<file path="src/rtl/median_window_ctrl.sv">
// median_window_ctrl: line buffers, 3x3 window and output register for the median core.
// Optional macro BORDER_PASS_EN: emit border pixels raw so the whole frame is output.
module median_window_ctrl #(
    parameter int IMG_W = 64,
    parameter int IMG_H = 64
) (
    input  logic       clk,
    input  logic       rst_n,
    input  logic       start,
    input  logic [1:0] mode,
    input  logic [7:0] pix_in,
    input  logic       pix_valid,
    output logic       pix_ready,
    output logic [7:0] w0,
    output logic [7:0] w1,
    output logic [7:0] w2,
    output logic [7:0] w3,
    output logic [7:0] w4,
    output logic [7:0] w5,
    output logic [7:0] w6,
    output logic [7:0] w7,
    output logic [7:0] w8,
    output logic [1:0] sel,
    input  logic [7:0] core_y,
    output logic [7:0] out_pix,
    output logic       out_valid,
    input  logic       out_ready,
    output logic       busy,
    output logic       done
);
    localparam int CW = $clog2(IMG_W);
    localparam int RW = $clog2(IMG_H + 2);

`ifdef BORDER_PASS_EN
    typedef enum logic [1:0] {S_IDLE, S_RUN, S_DRAIN, S_FLUSH} state_e;
`else
    typedef enum logic [1:0] {S_IDLE, S_RUN, S_DRAIN} state_e;
`endif

    state_e        state_q, state_d;
    logic [1:0]    sel_q, sel_d;
    logic [CW-1:0] col_q, col_d;
    logic [RW-1:0] row_q, row_d;
    logic [7:0]    win_q [9];
    logic [7:0]    win_d [9];
    logic [7:0]    lb0_q [IMG_W];
    logic [7:0]    lb1_q [IMG_W];
    logic          load_q, load_d;
    logic [7:0]    out_pix_q, out_pix_d;
    logic          out_valid_q, out_valid_d;
    logic          busy_q, busy_d;
    logic          done_q, done_d;
    logic          slot_free, accept, shift, emit, use_raw;
    logic          col_last, row_last;
`ifdef BORDER_PASS_EN
    logic          raw_q, raw_d;
    logic [CW-1:0] ocol_q, ocol_d;
    logic [RW-1:0] orow_q, orow_d;
    logic          phantom;
`endif

    always_comb begin
        slot_free = !out_valid_q || out_ready;
        accept    = (state_q == S_RUN) && slot_free && pix_valid;
        col_last  = col_q == CW'(IMG_W - 1);
        row_last  = row_q == RW'(IMG_H - 1);
`ifdef BORDER_PASS_EN
        // FLUSH keeps the window moving with no pixel so the last row drains out
        phantom = (state_q == S_FLUSH) && slot_free;
        shift   = accept || phantom;
        emit    = phantom || (accept && (row_q >= RW'(2) ||
                  (row_q == RW'(1) && col_q != '0)));
        use_raw = raw_q;
`else
        shift   = accept;
        emit    = accept && row_q >= RW'(2) && col_q >= CW'(2);
        use_raw = 1'b0;
`endif

        state_d     = state_q;
        sel_d       = sel_q;
        col_d       = col_q;
        row_d       = row_q;
        win_d       = win_q;
        load_d      = load_q;
        out_pix_d   = out_pix_q;
        out_valid_d = out_valid_q;
        busy_d      = busy_q;
        done_d      = 1'b0;
`ifdef BORDER_PASS_EN
        raw_d  = raw_q;
        ocol_d = ocol_q;
        orow_d = orow_q;
`endif

        // The window completed on the previous accept is evaluated by the core now
        if (load_q && slot_free) begin
            out_pix_d   = use_raw ? win_q[4] : core_y;
            out_valid_d = 1'b1;
            load_d      = 1'b0;
        end else if (out_valid_q && out_ready) begin
            out_valid_d = 1'b0;
        end

        if (shift) begin
            win_d[0] = win_q[1];
            win_d[1] = win_q[2];
            win_d[2] = lb0_q[col_q];
            win_d[3] = win_q[4];
            win_d[4] = win_q[5];
            win_d[5] = lb1_q[col_q];
            win_d[6] = win_q[7];
            win_d[7] = win_q[8];
            win_d[8] = pix_in;
            col_d    = col_last ? '0 : col_q + 1'b1;
            if (col_last) begin
                row_d = row_q + 1'b1;
            end
        end

        if (emit) begin
            load_d = 1'b1;
`ifdef BORDER_PASS_EN
            raw_d  = orow_q == '0 || orow_q == RW'(IMG_H - 1) ||
                     ocol_q == '0 || ocol_q == CW'(IMG_W - 1);
            ocol_d = (ocol_q == CW'(IMG_W - 1)) ? '0 : ocol_q + 1'b1;
            if (ocol_q == CW'(IMG_W - 1)) begin
                orow_d = orow_q + 1'b1;
            end
`endif
        end

        unique case (state_q)
            S_IDLE: begin
                if (start) begin
                    sel_d   = mode;
                    row_d   = '0;
                    col_d   = '0;
                    load_d  = 1'b0;
                    busy_d  = 1'b1;
                    state_d = S_RUN;
`ifdef BORDER_PASS_EN
                    orow_d = '0;
                    ocol_d = '0;
`endif
                end
            end
            S_RUN: begin
                if (accept && row_last && col_last) begin
`ifdef BORDER_PASS_EN
                    state_d = S_FLUSH;
`else
                    state_d = S_DRAIN;
`endif
                end
            end
`ifdef BORDER_PASS_EN
            S_FLUSH: begin
                if (phantom && orow_q == RW'(IMG_H - 1) &&
                    ocol_q == CW'(IMG_W - 1)) begin
                    state_d = S_DRAIN;
                end
            end
`endif
            S_DRAIN: begin
                if (!load_q && out_valid_q && out_ready) begin
                    done_d  = 1'b1;
                    busy_d  = 1'b0;
                    state_d = S_IDLE;
                end
            end
            default: state_d = S_IDLE;
        endcase
    end

    always_ff @(posedge clk or negedge rst_n) begin
        if (!rst_n) begin
            state_q     <= S_IDLE;
            sel_q       <= '0;
            col_q       <= '0;
            row_q       <= '0;
            load_q      <= 1'b0;
            out_pix_q   <= '0;
            out_valid_q <= 1'b0;
            busy_q      <= 1'b0;
            done_q      <= 1'b0;
            for (int i = 0; i < 9; i++) begin
                win_q[i] <= '0;
            end
`ifdef BORDER_PASS_EN
            raw_q  <= 1'b0;
            ocol_q <= '0;
            orow_q <= '0;
`endif
        end else begin
            state_q     <= state_d;
            sel_q       <= sel_d;
            col_q       <= col_d;
            row_q       <= row_d;
            load_q      <= load_d;
            out_pix_q   <= out_pix_d;
            out_valid_q <= out_valid_d;
            busy_q      <= busy_d;
            done_q      <= done_d;
            win_q       <= win_d;
`ifdef BORDER_PASS_EN
            raw_q  <= raw_d;
            ocol_q <= ocol_d;
            orow_q <= orow_d;
`endif
        end
    end

    always_ff @(posedge clk) begin
        if (accept) begin
            lb0_q[col_q] <= lb1_q[col_q];
            lb1_q[col_q] <= pix_in;
        end
    end

    assign pix_ready = (state_q == S_RUN) && slot_free;
    assign sel       = sel_q;
    assign out_pix   = out_pix_q;
    assign out_valid = out_valid_q;
    assign busy      = busy_q;
    assign done      = done_q;
    assign w0        = win_q[0];
    assign w1        = win_q[1];
    assign w2        = win_q[2];
    assign w3        = win_q[3];
    assign w4        = win_q[4];
    assign w5        = win_q[5];
    assign w6        = win_q[6];
    assign w7        = win_q[7];
    assign w8        = win_q[8];

endmodule

</file>
<file path="config.mk">
export PLATFORM = sky130hd
export DESIGN_NAME = median_window_ctrl
export DESIGN_NICKNAME = d
export VERILOG_FILES = /design/src/rtl/median_window_ctrl.sv
export SDC_FILE = /design/constraint.sdc
export NUM_CORES = 1
export LEC_CHECK = 0
export BUFFER_PORTS_ARGS = -buffer_cell sky130_fd_sc_hd__buf_2
export CAP_MARGIN = 5
export CORE_ASPECT_RATIO = 1.25
export CORE_MARGIN = 5
export CORE_UTILIZATION = 50
export CTS_CLUSTER_DIAMETER = 40
export CTS_CLUSTER_SIZE = 16
export DETAILED_ROUTE_END_ITERATION = 8
export GPL_ROUTABILITY_DRIVEN = 0
export HOLD_SLACK_MARGIN = 0.15
export PLACE_DENSITY = 0.71
export SYNTH_ARGS = -nofsm -noshare
export SYNTH_HDL_FRONTEND = slang
export SYNTH_SLANG_ARGS = --single-unit
</file>
<file path="constraint.sdc">
create_clock -name clk -period 4.86 [get_ports clk]
set_clock_uncertainty 0.2 [all_clocks]
set_input_delay 0.243 -clock clk [delete_from_list [all_inputs] [get_ports clk]]
set_output_delay 0.243 -clock clk [all_outputs]
set_load 0.01 [all_outputs]
</file>
==> results.md, run 1 <==
| Quantity | This run |
|---|---|
| Run status | finished, final reports clean |
| Transition time at the pin with the least slew margin | 1.25 ns |
| Total of warnings raised by yosys | 0 |
| Residual DRC count | 0 |
| Critical path fanouts, max | 49 |
| DR iter-0 viols | 3,600 |
| Arrival time of data at the critical path endpoint | 4.76 ns |
| Total overflow reported by the global router | 0 |
| CP Launch Point | col_q[1] |
| DPL Wire Length | 79,000 um |
| Number of buffers added by the clock tree synthesis step | 106 |
| Average size of a mapped cell | 17.6 um2 |
| Number of standard cells after synthesis | 2,483 |
| Most common library cell in the layout ignoring fill and taps | sky130_fd_sc_hd__edfxtp_1 |
| Initial core utilization | 50.3% |
| Post-Layout Cell Count | 4,015 |
| Layout overhead on the synthesized area | 15.7% |
| Synth unique cells | 71 |
| Netlist area before placement | 0.0437 mm2 |
| Post-Place Cells | 3,782 |
| Async set-reset flop share out of synthesis | 8.98% |
| Origin of the critical flop-to-flop path | col_q[1] |
| PostCTS Resize Cnt | 0 |
| Top-Level Pins | 109 |
| Post-synth net total | 2,510 |
| Width of the die | 274 um |
| Required time of the critical path | 5.05 ns |
| Critical Path Source Type | flip-flop |
| Final hold violations | 0 |
| Total length of routed wires | 128,000 um |
| Final critical-path required period | 4.57 ns |
| Via density per instance | 6.51 |
| Flops & latches, synth | 1,125 |
| Final number of max-transition violations | 0 |
| Final cycle utilization of the critical path | 94.0% |
| Fraction of final layout cells with drive strength greater than 1 | 24.0% |
| Max clock buf depth | 3 |
| Min-Delay Path Class | input pin to flip-flop |
| Setup total negative slack | 0 ns |
| Worst hold margin | 0.213 ns |
| Gr usage total | 27.3% |
| Leak Pwr | 17.4 nW |
| Antenna violations before repair | 3 |
| Wire length of the first global-routing pass | 185,000 um |
| Maximum achievable frequency | 219 MHz |
| Number of max-capacitance violations reported | 0 |
| RSZ-0062 raised after global routing | false |
| CTS H-tree depth | 3 |
| Top library cells by usage in the layout, fill and taps aside | 1,024 x sky130_fd_sc_hd__edfxtp_1, 226 x sky130_fd_sc_hd__nand2_1, 174 x sky130_fd_sc_hd__buf_4, 110 x sky130_fd_sc_hd__mux2i_1, 110 x sky130_fd_sc_hd__nor2_1 |
| TritonCTS clock tree | done |
| DRT antenna net count | 0 |
| Clock network latency to the later pin of the worst-skew pair | 0.71 ns |
| Clock Root Buffer | sky130_fd_sc_hd__clkbuf_16 |
| Die H | 341 um |
| Largest voltage drop on the vdd net | 0.442 mV |
| Row count | 121 |
| Core area | 0.0869 mm2 |
| Count of input and output buffers | 108 |
| DR vias | 26,100 |
| Share of the yosys chip area belonging to registers | 76.2% |
| Final Setup Violations | 0 |
| Die Footprint | 0.0934 mm2 |
| Beginning of the worst hold path | start |
| Sinks on Clock Net | 1,125 |
| Count of flip-flops with a built-in enable after synthesis | 1,024 |
| Critical path type | flip-flop to flip-flop |
| Critical Path End Type | flip-flop |
| Number of iterations in the first detailed-routing pass | 9 |
| Power density over the cells | 679 mW/mm2 |
| Reg clk slew, reported paths | 0.06 ns |
| Relative slew slack | 16.9% |
| Average detailed-routed wire length per instance | 32.0 um |
| Number of global-route vias before repair | 26,300 |
| Main flop type after synthesis | sky130_fd_sc_hd__edfxtp_1 |
| Largest net degree at the start of global routing | 66 |
| Final net count | 2,786 |
-- synthesized netlist by cell type, types with 4 or more instances --
master | number | area share, %
sky130_fd_sc_hd__edfxtp_1 | 1024 | 70
sky130_fd_sc_hd__nand2_1 | 228 | 2.0
sky130_fd_sc_hd__nor2_1 | 113 | 0.97
sky130_fd_sc_hd__mux2i_1 | 110 | 2.5
sky130_fd_sc_hd__dfrtp_1 | 101 | 5.8
sky130_fd_sc_hd__mux4_2 | 97 | 5.0
sky130_fd_sc_hd__a221oi_1 | 84 | 1.7
sky130_fd_sc_hd__mux2_2 | 77 | 2.0
sky130_fd_sc_hd__clkbuf_1 | 65 | 0.56
sky130_fd_sc_hd__a22oi_1 | 63 | 1.1
sky130_fd_sc_hd__buf_2 | 59 | 0.68
sky130_fd_sc_hd__a21oi_1 | 53 | 0.61
sky130_fd_sc_hd__o22ai_1 | 42 | 0.60
sky130_fd_sc_hd__nand3_1 | 31 | 0.36
sky130_fd_sc_hd__o21ai_0 | 27 | 0.31
sky130_fd_sc_hd__mux2_1 | 23 | 0.59
sky130_fd_sc_hd__a211oi_1 | 19 | 0.33
sky130_fd_sc_hd__a31oi_1 | 19 | 0.27
sky130_fd_sc_hd__a22o_1 | 17 | 0.34
sky130_fd_sc_hd__buf_4 | 15 | 0.26
sky130_fd_sc_hd__nor3_1 | 15 | 0.17
sky130_fd_sc_hd__buf_1 | 12 | 0.10
sky130_fd_sc_hd__o21ai_1 | 12 | 0.14
sky130_fd_sc_hd__o22a_1 | 11 | 0.22
sky130_fd_sc_hd__o2bb2ai_1 | 11 | 0.22
sky130_fd_sc_hd__a221o_1 | 10 | 0.23
sky130_fd_sc_hd__nand2b_1 | 10 | 0.14
sky130_fd_sc_hd__nand4_1 | 9 | 0.13
sky130_fd_sc_hd__buf_6 | 8 | 0.21
sky130_fd_sc_hd__o221ai_1 | 8 | 0.16
sky130_fd_sc_hd__nor2b_1 | 7 | 0.10
sky130_fd_sc_hd__nand3b_1 | 6 | 0.10
sky130_fd_sc_hd__a32oi_1 | 5 | 0.10
sky130_fd_sc_hd__and2_1 | 5 | 0.072
sky130_fd_sc_hd__nor3b_1 | 5 | 0.086
sky130_fd_sc_hd__o211ai_1 | 5 | 0.086
sky130_fd_sc_hd__xnor2_1 | 5 | 0.10
sky130_fd_sc_hd__xor2_1 | 5 | 0.10
sky130_fd_sc_hd__a211o_1 | 4 | 0.080
sky130_fd_sc_hd__and3_1 | 4 | 0.057
sky130_fd_sc_hd__and3b_1 | 4 | 0.080
sky130_fd_sc_hd__ha_1 | 4 | 0.11
sky130_fd_sc_hd__inv_1 | 4 | 0.034
sky130_fd_sc_hd__nor4_1 | 4 | 0.057
-- registers in the layout, summed over array words and instances, names as in the netlist, 2 cells and up --
register / flops
w4: 8
w0: 8
col_q: 6
lb0_q: 512
w2: 8
w5: 8
out_pix: 8
w3: 8
w8: 8
lb1_q: 512
state_q: 2
w6: 8
w7: 8
row_q: 7
w1: 8
sel: 2
-- critical path, stage by stage, from the launching register on --
cell and delay (ns):
sky130_fd_sc_hd__dfrtp_4 0.97, sky130_fd_sc_hd__buf_4 0.33, sky130_fd_sc_hd__buf_4 0.23, sky130_fd_sc_hd__mux2_2 0.35, sky130_fd_sc_hd__a221oi_1 0.25, sky130_fd_sc_hd__o22ai_1 0.14
sky130_fd_sc_hd__a21oi_1 0.61, sky130_fd_sc_hd__nand3_2 0.62, sky130_fd_sc_hd__buf_4 0.46
-- metal layers --
metal / up-vias / global-route usage, % / wire [um]
met1: 13200 / 34.3 / 43700
li1: 10500 / - / -
met3: 456 / 6.27 / 14500
met5: - / 0 / 13
met2: 1944 / 42.7 / 60000
met4: 2 / 17.7 / 10100
-- metrics by stage --
| stage | area (um2) | power, mW | utilization [%] | worst slack (ns) |
|---|---|---|---|---|
| finish | 50500 | 34.3 | 58.2 | 0.294 |
| global route | 50500 | 35.3 | 58.2 | 0.307 |
| CTS | 50500 | 34.1 | 58.1 | 0.454 |
| detailed placement | 46500 | 25.5 | 53.5 | 0.495 |
| global placement | 46500 | 25.2 | 53.5 | 0.581 |
| floorplan | 43700 | 20.4 | - | 1.03 |
-- logic make-up after synthesis --
| logic type | synth area share (%) |
|---|---|
| AOI/OAI and AO/OA | 6.99 |
| adders and majority gates | 0.115 |
| xor gates and xnor gates | 0.200 |
| DFF | 76.2 |
| and+or+nand+nor | 4.59 |
| muxes | 10.1 |
| buffers and inverters | 1.86 |
-- worst paths after layout --
path                       slack (ns)  cells past startpoint            to
setup / recovery                 0.29                      8  lb0_q[30][0]
hold / removal                   0.21                      4    state_q[0]
setup reg to reg                 0.29                      8  lb0_q[30][0]
hold reg to reg                  0.27                      2         w3[6]
max in group asynchronous        3.38                      4         w6[4]
min in group asynchronous        0.50                      4      col_q[1]
-- layout make-up --
cell class	count	area [um2]
clock buffer	119	2800
timing repair buffer	327	2410
sequential	1125	33300
clock inverter	73	880
tap	1168	1460
fill	6330	36400
multi-input combinational	1192	9680
antenna	4	10.0
inverter	7	26.3
-- report_power, final --
part	switching (mW)	internal, mW	total (mW)	leakage (nW)
Clock	3.81	4.79	8.60	1.78
Combinational	8.20	3.58	11.8	5.13
Sequential	0.624	13.3	14.0	10.5
Total	12.6	21.7	34.3	17.4
-- repair_timing --
action / in CTS / in global routing
hold buffers: 36 / 0
hold endpoints to repair: 573 / 0
buffers inserted: 0 / 0
Note: power is estimated with default switching activity, not from simulation.
==> run 2: changes to the inputs <==
- CTS_BUF_LIST: unset -> sky130_fd_sc_hd__clkbuf_4
==> run 2 against run 1 <==
  * Combinational power about the same
  * Clock power fell by 38%
  * Utilization decreased by 2.1 points
  * Total power shrank 9.6%
  * Critical path depth is the same
  * Sequential power barely moved
  * Worst hold slack improved by 0.031 ns
  * Largest cell class unchanged
  * Non-clock buffer count up 11
  * Setup slack improved by 0.020 ns
  * Wire length fell by 0.80%
==> results.md, run 2 (synthesized netlist as in run 1, its figures left out) <==
| Quantity | This run |
|---|---|
| Core area | 0.0869 mm2 |
| Relative slew slack | 19.6% |
| Maximum achievable frequency | 220 MHz |
| Most common cell on crit path | sky130_fd_sc_hd__buf_4 |
| Final critical-path required period | 4.55 ns |
| Largest net degree at the start of global routing | 66 |
| Average detailed-routed wire length per instance | 31.6 um |
| Number of max-capacitance violations reported | 0 |
| Sinks on Clock Net | 1,125 |
| Top-Level Pins | 109 |
| Top library cells by usage in the layout, fill and taps aside | 1,024 x sky130_fd_sc_hd__edfxtp_1, 226 x sky130_fd_sc_hd__nand2_1, 174 x sky130_fd_sc_hd__buf_4, 114 x sky130_fd_sc_hd__clkbuf_4 |
| Total overflow reported by the global router | 0 |
| Number of global-route vias before repair | 26,200 |
| Die Footprint | 0.0934 mm2 |
| Layout overhead on the synthesized area | 11.5% |
| DR iter-0 viols | 3,363 |
| Total power after layout | 31.1 mW |
| Die H | 341 um |
| Width of the die | 274 um |
| CTS H-tree depth | 3 |
| Cell-by-cell trace of the critical path | buf_4, buf_4, mux2_2, a221oi_1, o22ai_1, a21oi_1, nand3_2, buf_4 |
| Count of input and output buffers | 108 |
| Critical path fanouts, max | 49 |
| Total setup buffers inserted after CTS | 0 |
| Number of buffers added by the clock tree synthesis step | 106 |
| Wire length of the first global-routing pass | 183,000 um |
| Post-Place Cells | 3,782 |
| Final net count | 2,797 |
| Transition time at the pin with the least slew margin | 1.21 ns |
| Critical Path Source Type | flip-flop |
| Number of iterations in the first detailed-routing pass | 8 |
| Reg clk slew, reported paths | 0.14 ns |
| Worst hold margin | 0.244 ns |
| PostCTS Resize Cnt | 0 |
| DRT antenna net count | 0 |
| Critical path type | flip-flop to flip-flop |
| Max clock buf depth | 3 |
| Total length of routed wires | 127,000 um |
| Leak Pwr | 16.6 nW |
| Min-Delay Path Class | input pin to flip-flop |
| Final Setup Violations | 0 |
| DPL Wire Length | 79,000 um |
| Final cycle utilization of the critical path | 93.6% |
| Final hold violations | 0 |
| DR vias | 26,000 |
| CP peak stage delay | 1.01 ns |
| RSZ-0062 raised after global routing | false |
| Arrival time of data at the critical path endpoint | 5.04 ns |
| Initial core utilization | 50.3% |
| Run status | finished, final reports clean |
| Via density per instance | 6.45 |
| Setup total negative slack | 0 ns |
| Gr usage total | 27.1% |
| Most common library cell in the layout ignoring fill and taps | sky130_fd_sc_hd__edfxtp_1 |
| Residual DRC count | 0 |
| Clock Root Buffer | sky130_fd_sc_hd__clkbuf_4 |
| Largest voltage drop on the vdd net | 0.508 mV |
| Final number of max-transition violations | 0 |
| Antenna violations before repair | 6 |
| Power density over the cells | 637 mW/mm2 |
| Fraction of final layout cells with drive strength greater than 1 | 24.1% |
| Slowest cell on the critical path | sky130_fd_sc_hd__dfrtp_4 |
| Row count | 121 |
| Clock network latency to the later pin of the worst-skew pair | 1.04 ns |
| Largest registers | lb0_q: 512 flops, lb1_q: 512 flops |
| Post-Layout Cell Count | 4,026 |
| Critical Path End Type | flip-flop |
| TritonCTS clock tree | done |
| Required time of the critical path | 5.36 ns |
## run 2: cell types whose count changed in the layout (fill, tap and decap cells not counted), sizes merged
cell,previous run,this run
inv,31,33
bufinv,10,13
dlygate4sd3,35,46
clkbuf,119,114
## run 2: final cells by class
| cell class | count | area [um2] |
|---|---|---|
| multi-input cells | 1192 | 9680 |
| diodes | 4 | 10.0 |
| well taps | 1168 | 1460 |
| clock buffers | 114 | 856 |
| repair buffers | 338 | 2520 |
| clock inverters | 78 | 891 |
| inverters | 7 | 26.3 |
| fillers | 6571 | 38200 |
| flip-flops and latches | 1125 | 33300 |
## run 2: path summary, 6_finish.rpt
check / cells after the start / to / slack, ns / start
max: 8 / lb0_q[61][0] / 0.31 / col_q[1]
min: 5 / w8[5] / 0.24 / pix_in[5]
max reg2reg: 8 / lb0_q[61][0] / 0.31 / col_q[1]
min reg2reg: 2 / w3[6] / 0.29 / w3[6]
max in group asynchronous: 5 / w6[4] / 3.15 / rst_n
min in group asynchronous: 5 / w2[0] / 0.69 / rst_n
## run 2: power by group
| group | total, mW | internal [mW] | switching, mW |
|---|---|---|---|
| Sequential | 14.0 | 13.3 | 0.631 |
| Clock | 5.30 | 1.99 | 3.30 |
| Combinational | 11.8 | 3.63 | 8.17 |
## run 2: what timing repair did
item                                    CTS  global route
hold buffers                             47             0
endpoints found under the hold margin   738             0
endpoints found under the setup margin    0             0
## run 2: worst max-delay path: cells and delay by family (launching register included)
kind | cells | cell delay (ns)
AO/OA/AOI/OAI | 3 | 0.98
flip-flops | 1 | 1.01
buffers and inverters | 3 | 1.03
AND/OR/NAND/NOR | 1 | 0.61
multiplexers | 1 | 0.35
## run 2: per-layer routing
layer | track usage [%] | part of all wire, %
met1 | 34.0 | 34
met2 | 42.4 | 47
met3 | 6.38 | 12
met4 | 17.4 | 7.8
met5 | 0 | 0.033
## run 2: stage by stage
step,area [um2],setup slack (ns),util (%)
global route,48700,0.192,56.1
finish,48700,0.313,56.1
CTS,48700,0.435,56.1
global placement,46500,0.581,53.5
detailed placement,46500,0.495,53.5
floorplan,43700,1.03,-
